--- src/rtl/uart_pkg.sv ---
// Shared types and parameter checks for the FIFO-fed UART transmitter.
package uart_pkg;

  typedef enum logic [2:0] {
    ST_IDLE,
    ST_START,
    ST_DATA,
    ST_PARITY,
    ST_STOP
  } uart_state_e;

  localparam int unsigned PAR_NONE = 0;
  localparam int unsigned PAR_EVEN = 1;
  localparam int unsigned PAR_ODD  = 2;

  // Elaboration-time legality of a transmitter configuration.
  function automatic bit params_ok(int unsigned data_bits, int unsigned clks_per_bit,
                                   int unsigned parity, int unsigned stop_bits);
    return (data_bits >= 5) && (data_bits <= 9) && (clks_per_bit >= 2) &&
           ((parity == PAR_NONE) || (parity == PAR_EVEN) || (parity == PAR_ODD)) &&
           ((stop_bits == 1) || (stop_bits == 2));
  endfunction

endpackage

--- src/rtl/uart_baud_counter.sv ---
// Bit-period counter: counts 0..CLKS_PER_BIT-1, wraps, and flags the last cycle of a period.
module uart_baud_counter #(
  parameter int unsigned CLKS_PER_BIT = 868
) (
  input  logic clk_i,
  input  logic rst_ni,
  input  logic clear,
  output logic last_cycle_c
);

  localparam int unsigned CW = $clog2(CLKS_PER_BIT);

  logic [CW-1:0] cnt_q;

  assign last_cycle_c = (cnt_q == CW'(CLKS_PER_BIT - 1));

  always_ff @(posedge clk_i or negedge rst_ni) begin
    if (!rst_ni) begin
      cnt_q <= '0;
    end else if (clear || last_cycle_c) begin
      cnt_q <= '0;
    end else begin
      cnt_q <= cnt_q + CW'(1);
    end
  end

endmodule

--- src/rtl/fifo_uart_tx.sv ---
// UART transmitter draining a show-ahead FIFO; pops a word, then shifts out
// start, data (LSB first), optional parity and stop bits on tx_o.
module fifo_uart_tx
  import uart_pkg::*;
#(
  parameter int unsigned DATA_BITS    = 8,
  parameter int unsigned CLKS_PER_BIT = 868,
  parameter int unsigned PARITY       = 0,
  parameter int unsigned STOP_BITS    = 1
) (
  input  logic                 clk_i,
  input  logic                 rst_ni,
  input  logic                 enable_i,
  input  logic                 cts_ni,
  input  logic                 empty_i,
  input  logic [DATA_BITS-1:0] rd_data_i,
  output logic                 rd_en_o,
  output logic                 tx_o,
  output logic                 busy_o
);

  localparam int unsigned    IW         = $clog2(DATA_BITS);
  localparam logic [IW-1:0]  LAST_IDX   = IW'(DATA_BITS - 1);
  localparam bit             HAS_PARITY = (PARITY != PAR_NONE);
  localparam bit             ODD_PARITY = (PARITY == PAR_ODD);

  if (!params_ok(DATA_BITS, CLKS_PER_BIT, PARITY, STOP_BITS)) begin : g_bad_params
    $error("fifo_uart_tx: illegal parameter combination");
  end

  uart_state_e          state_q, state_d;
  logic                 tick;
  logic                 clear;
  logic                 pop_ok;
  logic                 stop_last;
  logic                 frame_end;
  logic [DATA_BITS-1:0] shreg_q;
  logic [IW-1:0]        bit_idx_q;
  logic                 stop_idx_q;
  logic                 par_q;
  logic                 tx_q;
  logic                 busy_q;

  uart_baud_counter #(
    .CLKS_PER_BIT(CLKS_PER_BIT)
  ) u_baud (
    .clk_i       (clk_i),
    .rst_ni      (rst_ni),
    .clear       (clear),
    .last_cycle_c(tick)
  );

  // Reset gates the pop so nothing leaves the FIFO while the block is held in reset.
  assign pop_ok    = rst_ni & enable_i & ~cts_ni & ~empty_i;
  assign stop_last = (STOP_BITS == 1) ? 1'b1 : stop_idx_q;
  assign frame_end = (state_q == ST_STOP) & tick & stop_last;

  // State register.
  always_ff @(posedge clk_i or negedge rst_ni) begin
    if (!rst_ni) begin
      state_q <= ST_IDLE;
    end else begin
      state_q <= state_d;
    end
  end

  // Next-state logic.
  always_comb begin
    state_d = state_q;
    unique case (state_q)
      ST_IDLE:   if (pop_ok) state_d = ST_START;
      ST_START:  if (tick) state_d = ST_DATA;
      ST_DATA:   if (tick && (bit_idx_q == LAST_IDX)) state_d = HAS_PARITY ? ST_PARITY : ST_STOP;
      ST_PARITY: if (tick) state_d = ST_STOP;
      ST_STOP:   if (frame_end) state_d = pop_ok ? ST_START : ST_IDLE;
      default:   state_d = ST_IDLE;
    endcase
  end

  // Pop strobe and bit-timer restart on every state entry.
  always_comb begin
    rd_en_o = 1'b0;
    clear   = 1'b0;
    if (pop_ok && ((state_q == ST_IDLE) || frame_end)) begin
      rd_en_o = 1'b1;
    end
    if ((state_q == ST_IDLE) || (state_d != state_q)) begin
      clear = 1'b1;
    end
  end

  // Shift datapath; tx_q always holds the level of the bit currently on the line.
  always_ff @(posedge clk_i or negedge rst_ni) begin
    if (!rst_ni) begin
      shreg_q    <= '0;
      bit_idx_q  <= '0;
      stop_idx_q <= 1'b0;
      par_q      <= 1'b0;
      tx_q       <= 1'b1;
      busy_q     <= 1'b0;
    end else if (rd_en_o) begin
      shreg_q    <= rd_data_i;
      bit_idx_q  <= '0;
      stop_idx_q <= 1'b0;
      par_q      <= (^rd_data_i) ^ ODD_PARITY;
      tx_q       <= 1'b0;
      busy_q     <= 1'b1;
    end else if (tick) begin
      unique case (state_q)
        ST_START: tx_q <= shreg_q[0];
        ST_DATA: begin
          if (bit_idx_q == LAST_IDX) begin
            tx_q <= HAS_PARITY ? par_q : 1'b1;
          end else begin
            tx_q      <= shreg_q[1];
            shreg_q   <= shreg_q >> 1;
            bit_idx_q <= bit_idx_q + IW'(1);
          end
        end
        ST_PARITY: tx_q <= 1'b1;
        ST_STOP: begin
          if (stop_last) begin
            busy_q <= 1'b0;
          end else begin
            stop_idx_q <= 1'b1;
          end
        end
        default: ;
      endcase
    end
  end

  assign tx_o   = tx_q;
  assign busy_o = busy_q;

endmodule
--- config.mk ---
export PLATFORM = sky130hd
export DESIGN_NAME = fifo_uart_tx
export DESIGN_NICKNAME = d
export VERILOG_FILES = /design/src/rtl/uart_pkg.sv /design/src/rtl/uart_baud_counter.sv /design/src/rtl/fifo_uart_tx.sv
export SDC_FILE = /design/constraint.sdc
export NUM_CORES = 1
export LEC_CHECK = 0
export ABC_CLOCK_PERIOD_IN_PS = 3000
export CAP_MARGIN = 10
export CELL_PAD_IN_SITES_DETAIL_PLACEMENT = 0
export CELL_PAD_IN_SITES_GLOBAL_PLACEMENT = 1
export CORE_MARGIN = 5
export CORE_UTILIZATION = 43
export CTS_CLUSTER_SIZE = 8
export DETAILED_ROUTE_END_ITERATION = 16
export PLACE_DENSITY = 0.8
export SLEW_MARGIN = 20
export SYNTH_ARGS = -nofsm -noshare
export SYNTH_HDL_FRONTEND = slang
export SYNTH_SLANG_ARGS = --single-unit
--- constraint.sdc ---
create_clock -name clk_i -period 3 [get_ports clk_i]
set_clock_uncertainty 0.1 [all_clocks]
set_input_delay 0.75 -clock clk_i [delete_from_list [all_inputs] [get_ports clk_i]]
set_output_delay 0.75 -clock clk_i [all_outputs]
set_load 0.005 [all_outputs]
==> summary.md, run 1 <==
| Metric | Value |
|---|---|
| Status | finished, final reports clean |
| Vias in the first global route | 1063 |
| Cell area after synthesis | around 1400 um^2 |
| Slew @ Worst Pin | 0.512 ns |
| Layout Utilization | 0.530 |
| Yosys cell types | 40 |
| Endpoint class of the critical path | primary output |
| DRC viols | 0 |
| Syn. warnings | 0 |
| Post-DP HPWL | approximately 1.9 mm |
| Share of the synthesized area in the top cell type | 0.458 |
| Min cycle time layout | 2.78 ns |
| Congestion Overflow GR | 0 |
| Hold-fix buffers at CTS | 0 |
| Fin nets | 157 |
| Number of synthesized flops with an enable pin | 0 |
| Ys flop type | dfrtp_1 |
| Routed length per instance | 13.3 um |
| Setup crit end | rd_en_o |
| Cell Pwr Density | between 500 and 600 nW/um^2 |
| Pins Over Slew Limit | 0 |
| TritonRoute pass-1 iters | 4 |
| Combinational power share | 0.266 |
| RePlAce Congestion | approximately 0.74 |
| Via density | 5.12 |
| Worst-case reg-to-reg path depth | 6 |
| Reg-to-reg endpoint | shreg_q[1]$_DFFE_PN0P_ |
| RSZ-0062 raised after global routing | false |
| Initial Utilization | 0.447 |
| Initial antenna violation count | 0 |
| Crit path required time | 2.15 ns |
| Ports | 16 |
| Clock Power Share | 0.187 |
| Syn_area_per_cell | 11.4 um^2 |
| IO Port Bufs | 15 |
| Critical Path AT | 1.93 ns |
| Max FO, Critical Path | 2 |
| Die ar. | about 4400 um^2 |
| Post-CTS setup buffers | 0 |
| Crit start category | primary input |
| Area of the core | 3050 um^2 |
| Post-route ant nets | 0 |
| Sw frac | 0.294 |
| Area Overhead vs Synth | 18.4% |
| Ant. Diodes | 0 |
| TritonCTS Buffers | 3 |
| H-tree levels | 1 |
| Register bit total from synthesis | 26 |
| Share of cells above drive strength 1 | 0.193 |
| Post_cts resized | 2 |
| Worst vdd ir | ~0.33 mV |
| Cells after Synth | 120 |
| Clock Path Buffers | 2 |
| FF-to-FF Start | bit_idx_q[0]$_DFFE_PN0P_ |
| Fmax | 359 MHz |
| Clock root buffer | clkbuf_4 |
| Final hold vios | 0 |
| Area contributors post-synth | dfrtp_1 (46%), mux2_2 (6.6%), xnor2_1 (5.1%) |
| R2R setup slack | 0.39 ns |
| Max_slew headroom | 0.656 |
| Tcrit/Tclk final | 0.928 |
| Via count | 942 |
| Routed WL | 2.44 mm |
| Internal power | 0.658 mW |
| Worst Hold Class | reg2reg |
| Net Count, Synth | 136 |
| Hold Path Depth | 2 |
| Global-route wire length before repair | about 4.5 mm |
| Die Wd | 66.3 um |
| Pwr Total | between 0.9 and 1 mW |
| Clock-pin transition on the worst setup and hold timing paths | 0.13 ns |
| Final Setup Violations | 0 |
| Flop pwr share | 0.548 |
| Setup TNS | 0 ns |
| Instance area after placement | around 1600 um^2 |
| Die H | 66.3 um |
| Total GRT Usage | 0.131 |
| Post-synth top area cell | dfrtp_1 |
| Maxcap violations | 0 |
| Net Sw Power | 0.274 mW |
| Post-synth ARST share | 1.00 |
| Clk Latency, worst-skew pair | slightly above 0.3 ns |
| Starting DRT DRC Count | 39 |
| Row cnt | 20 |
| Largest net degree at the start of global routing | 27 |
| TritonCTS Sinks | 26 |
| CP Class | in2out |
| Design Area, Final | 1620 um^2 |
| Crit. Startpoint | cts_ni |
| Leak Pwr | 0.691 nW |
| Seq/Total Area, Yosys | 0.478 |
| CTS tree | done |
==> per-layer routing <==
metal | part of all wire | wire length (um) | vias to the layer above | track usage
met4 | 0.0061 | 15 | 0 | 0.0305
li1 | - | - | 464 | -
met1 | 0.45 | 1100 | 454 | 0.156
met3 | 0.052 | 126 | 2 | 0.0289
met2 | 0.49 | 1200 | 22 | 0.237
met5 | 0 | 0 | - | 0
==> sequential cells by signal, summed over array words and instances, names as in the netlist <==
| name | count |
|---|---|
| tx_o | 1 |
| busy_o | 1 |
| shreg_q | 8 |
| state_q | 3 |
| bit_idx_q | 3 |
| u_baud.cnt_q | 10 |
==> power groups by stage <==
stage / Sequential, mW / Clock, mW / Combinational [mW]
5_1_grt: 0.525 / 0.194 / 0.286
4_1_cts: 0.511 / 0.184 / 0.253
2_1_floorplan: 0.493 / 0 / 0.185
3_3_place_gp: 0.513 / 0 / 0.243
6_report: 0.511 / 0.174 / 0.248
3_5_place_dp: 0.518 / 0 / 0.251
==> cell usage after synthesis (2+ instances only) <==
cell type,number
a21oi_1,4
mux2i_1,4
nor2_1,18
ha_1,3
xnor2_1,8
nand3_1,5
o31ai_1,4
nand2_1,4
buf_2,2
dfrtp_1,25
mux2_1,3
mux2_2,8
xor2_1,2
inv_1,4
==> placed cells by master, fill, tap and decap left out, types with 5 or more instances in the layout <==
cell type	n
nand3_1	5
clkdlybuf4s50_1	13
xnor2_1	8
dfrtp_1	25
mux2_2	8
buf_4	6
nor2_1	18
==> cell type report <==
| type | count | area [um^2] |
|---|---|---|
| Clock buffer | 4 | 36.3 |
| Tap cell | 44 | 55.1 |
| Inverter | 4 | 15.0 |
| Multi-Input combinational cell | 85 | 666 |
| Timing Repair Buffer | 21 | 193 |
| Sequential cell | 26 | 652 |
| Fill cell | 301 | 1440 |
==> logic make-up (layout without fill, tap and decap cells) <==
group                      after synthesis  in the layout  synth area share
DFF                                     26             26             0.478
adders and majority gates                3              3            0.0275
xor gates and xnor gates                10             10            0.0642
buffers and inverters                    9             29            0.0348
AOI/OAI and AO/OA                       14             14            0.0697
and+or+nand+nor                         43             43             0.206
muxes                                   15             15             0.120
==> critical path, stage by stage <==
cell and delay [ns]:
clkdlybuf4s50_1 0.43, nor4_2 0.32, and2_1 0.19, dlygate4sd2_1 0.24
==> stage by stage <==
| step | cells | worst slack (ns) | hold WS (ns) |
|---|---|---|---|
| 6_report | 184 | 0.216 | 0.398 |
| 5_1_grt | 184 | 0.0553 | 0.425 |
| 4_1_cts | 184 | 0.199 | 0.404 |
| 3_5_place_dp | 180 | -0.216 | 0.379 |
| 3_3_place_gp | 180 | -0.228 | 0.376 |
| 2_1_floorplan | 120 | 0.525 | 0.352 |
==> worst min path at each step <==
stage / from / endpoint / slack [ns]
final: tx_o$_DFFE_PN1P_ / tx_o$_DFFE_PN1P_ / 0.40
after global routing: tx_o$_DFFE_PN1P_ / tx_o$_DFFE_PN1P_ / 0.42
after CTS: u_baud.cnt_q[0]$_DFF_PN0_ / u_baud.cnt_q[0]$_DFF_PN0_ / 0.40
after detailed placement: u_baud.cnt_q[0]$_DFF_PN0_ / u_baud.cnt_q[0]$_DFF_PN0_ / 0.38
after global placement: u_baud.cnt_q[0]$_DFF_PN0_ / u_baud.cnt_q[0]$_DFF_PN0_ / 0.38
after floorplan: rst_ni / bit_idx_q[0]$_DFFE_PN0P_ / 0.35
(Power assumes the default switching activity.)
==> run 2: changes to the inputs <==
--- a/config.mk
+++ b/config.mk
@@ -5,7 +5,7 @@
 export SDC_FILE = /design/constraint.sdc
 export NUM_CORES = 1
 export LEC_CHECK = 0
-export ABC_CLOCK_PERIOD_IN_PS = 3000
+export ABC_CLOCK_PERIOD_IN_PS = 2800
 export CAP_MARGIN = 10
 export CELL_PAD_IN_SITES_DETAIL_PLACEMENT = 0
 export CELL_PAD_IN_SITES_GLOBAL_PLACEMENT = 1
==> constraint.sdc (replaced) <==
create_clock -name clk_i -period 2.8 [get_ports clk_i]
set_clock_uncertainty 0.1 [all_clocks]
set_input_delay 0.7 -clock clk_i [delete_from_list [all_inputs] [get_ports clk_i]]
set_output_delay 0.7 -clock clk_i [all_outputs]
set_load 0.005 [all_outputs]
==> run 2 against run 1 <==
Sequential cell count did not move. Sequential power is 7.4% higher. Critical path type unchanged. Clock power down 9.8%. Non-clock buffer count is the same. Utilization about the same. Worst setup slack worse by 0.13 ns. Sequential share of layout area barely moved. First-iteration DRC count up 21%.
==> summary.md, run 2 (synthesis gave the netlist of run 1 again) <==
| Metric | Value |
|---|---|
| Die ar. | between 4000 and 5000 um^2 |
| Crit start category | primary input |
| Area Overhead vs Synth | 18.5% |
| Pins Over Slew Limit | 0 |
| Crit path required time | about 2.0 ns |
| Fin nets | 157 |
| Min cycle time layout | 2.71 ns |
| R2R setup slack | approximately 0.27 ns |
| Max reg flops | 10 |
| Clock Path Buffers | 2 |
| Die Wd | 66.3 um |
| Worst-case reg-to-reg path depth | 7 |
| Hold Path Depth | 2 |
| Global-route wire length before repair | roughly 4.2 mm |
| Layout fillers | 280 |
| Post-route ant nets | 0 |
| CTS tree | done |
| Starting DRT DRC Count | 47 |
| Via density | 4.99 |
| Endpoint class of the critical path | primary output |
| Placed cells | 180 |
| Crit-path leading delay family | buffers and inverters |
| Most common cell after layout, fill and taps aside | dfrtp_1 |
| RePlAce Congestion | 0.758 |
| TritonCTS Buffers | 3 |
| CP Class | in2out |
| Leak Pwr | just under 0.7 nW |
| Bufs and invs on worst path | 2 |
| Final hold vios | 0 |
| Worst vdd ir | 0.311 mV |
| Register Area | 652 um^2 |
| Clk Latency, worst-skew pair | 0.31 ns |
| RSZ-0062 raised after global routing | false |
| Non-filler cells, final | ~180 |
| H-tree levels | 1 |
| Max FO, Critical Path | 2 |
| Die H | 66.3 um |
| Tcrit/Tclk final | 0.968 |
| Worst Hold Class | reg2reg |
| Setup TNS | 0 ns |
| Regs by FF count | u_baud.cnt_q (10), shreg_q (8) |
| Total GRT Usage | 0.126 |
| Hold-fix buffers at CTS | 0 |
| Critical Path AT | 1.91 ns |
| WP depth | 4 |
| Ports | 16 |
| TritonRoute pass-1 iters | 4 |
| Congestion Overflow GR | 0 |
| Clock-pin transition on the worst setup and hold timing paths | around 0.13 ns |
| DRC viols | 0 |
| Max_slew headroom | 0.784 |
| Routed length per instance | 13.3 um |
| Post-DP HPWL | 1.81 mm |
| Cell Pwr Density | 602 nW/um^2 |
| Biggest register | u_baud.cnt_q |
| Ordered list of cells on the worst path | clkdlybuf4s50_1, nor4_4, and2_1, dlygate4sd2_1 |
| Vias in the first global route | 932 |
| Status | finished, final reports clean |
| Slew @ Worst Pin | 0.322 ns |
| Post-CTS setup buffers | 0 |
| Final Setup Violations | 0 |
| Initial Utilization | 0.447 |
| Slowest CP cell | clkdlybuf4s50_1 |
| Via count | 918 |
| Share of cells above drive strength 1 | 0.193 |
| Area of the core | between 3000 and 4000 um^2 |
| Delay of the slowest cell on the worst path | between 0.4 and 0.5 ns |
| Maxcap violations | 0 |
| Clock root buffer | clkbuf_4 |
| Area of the multi-input gates | 677 um^2 |
| Pwr Total | 0.975 mW |
| Largest net degree at the start of global routing | 27 |
| Layout Utilization | 0.530 |
| Ant. Diodes | 0 |
| Routed WL | 2.45 mm |
| Initial antenna violation count | 0 |
| Fmax | 369 MHz |
| Row cnt | 20 |
| IO Port Bufs | 15 |
| Most frequent cells in the layout | dfrtp_1 (25), nor2_1 (18), clkdlybuf4s50_1 (13), xnor2_1 (8), mux2_2 (8) |
| TritonCTS Sinks | 26 |
-- run 2: cell counts in the layout (fill, tap and decap cells not counted) --
Identical to the previous run, type by type.
-- run 2: what timing repair did --
| action | in CTS | in global routing |
|---|---|---|
| gates cloned | 0 | 0 |
| pin swaps | 1 | 0 |
| setup endpoints to repair | 1 | 1 |
| gates resized for setup | 3 | 1 |
-- run 2: report_power, final --
part           total (mW)  leakage [nW]  internal, mW  switching [mW]
clock network       0.157        0.0150        0.0556           0.102
logic               0.269         0.341         0.154           0.114
registers           0.549         0.329         0.472          0.0764
total               0.975         0.685         0.682           0.292
-- run 2: metal layers --
layer	vias to the layer above	wire length, um	GRT usage
met5	-	0	0
met4	0	19	0.0533
met3	2	79	0.0238
met2	17	1160	0.201
met1	434	1190	0.166
li1	465	-	-
-- run 2: final timing paths --
path | start | to
setup / recovery | cts_ni | rd_en_o
hold / removal | tx_o$_DFFE_PN1P_ | tx_o$_DFFE_PN1P_
setup reg to reg | bit_idx_q[0]$_DFFE_PN0P_ | shreg_q[0]$_DFFE_PN0P_
hold reg to reg | tx_o$_DFFE_PN1P_ | tx_o$_DFFE_PN1P_
max in group asynchronous | rst_ni | tx_o$_DFFE_PN1P_
min in group asynchronous | rst_ni | u_baud.cnt_q[5]$_DFF_PN0_
-- run 2: layout make-up --
cell class	count	area share
Clock buffer	4	0.0162
Sequential cell	26	0.403
Tap cell	44	0.0340
Inverter	4	0.00928
Timing Repair Buffer	21	0.119
Multi-Input combinational cell	85	0.418
-- run 2: through the flow --
stage	hold slack (ns)	setup slack [ns]	area (um^2)
floorplan	0.304	0.325	1370
global placement	0.371	-0.325	1580
detailed placement	0.378	-0.349	1580
CTS	0.400	0.0640	1610
global route	0.422	0.00360	1620
finish	0.402	0.0904	1620
-- run 2: worst register-to-register path, stage by stage, from the launching register on --
cell and delay, ns:
dfrtp_1 0.42, ha_1 0.20, ha_1 0.20, or4b_4 0.54, nor4_4 0.13, buf_4 0.24, mux2_2 0.35, mux2_2 0.25
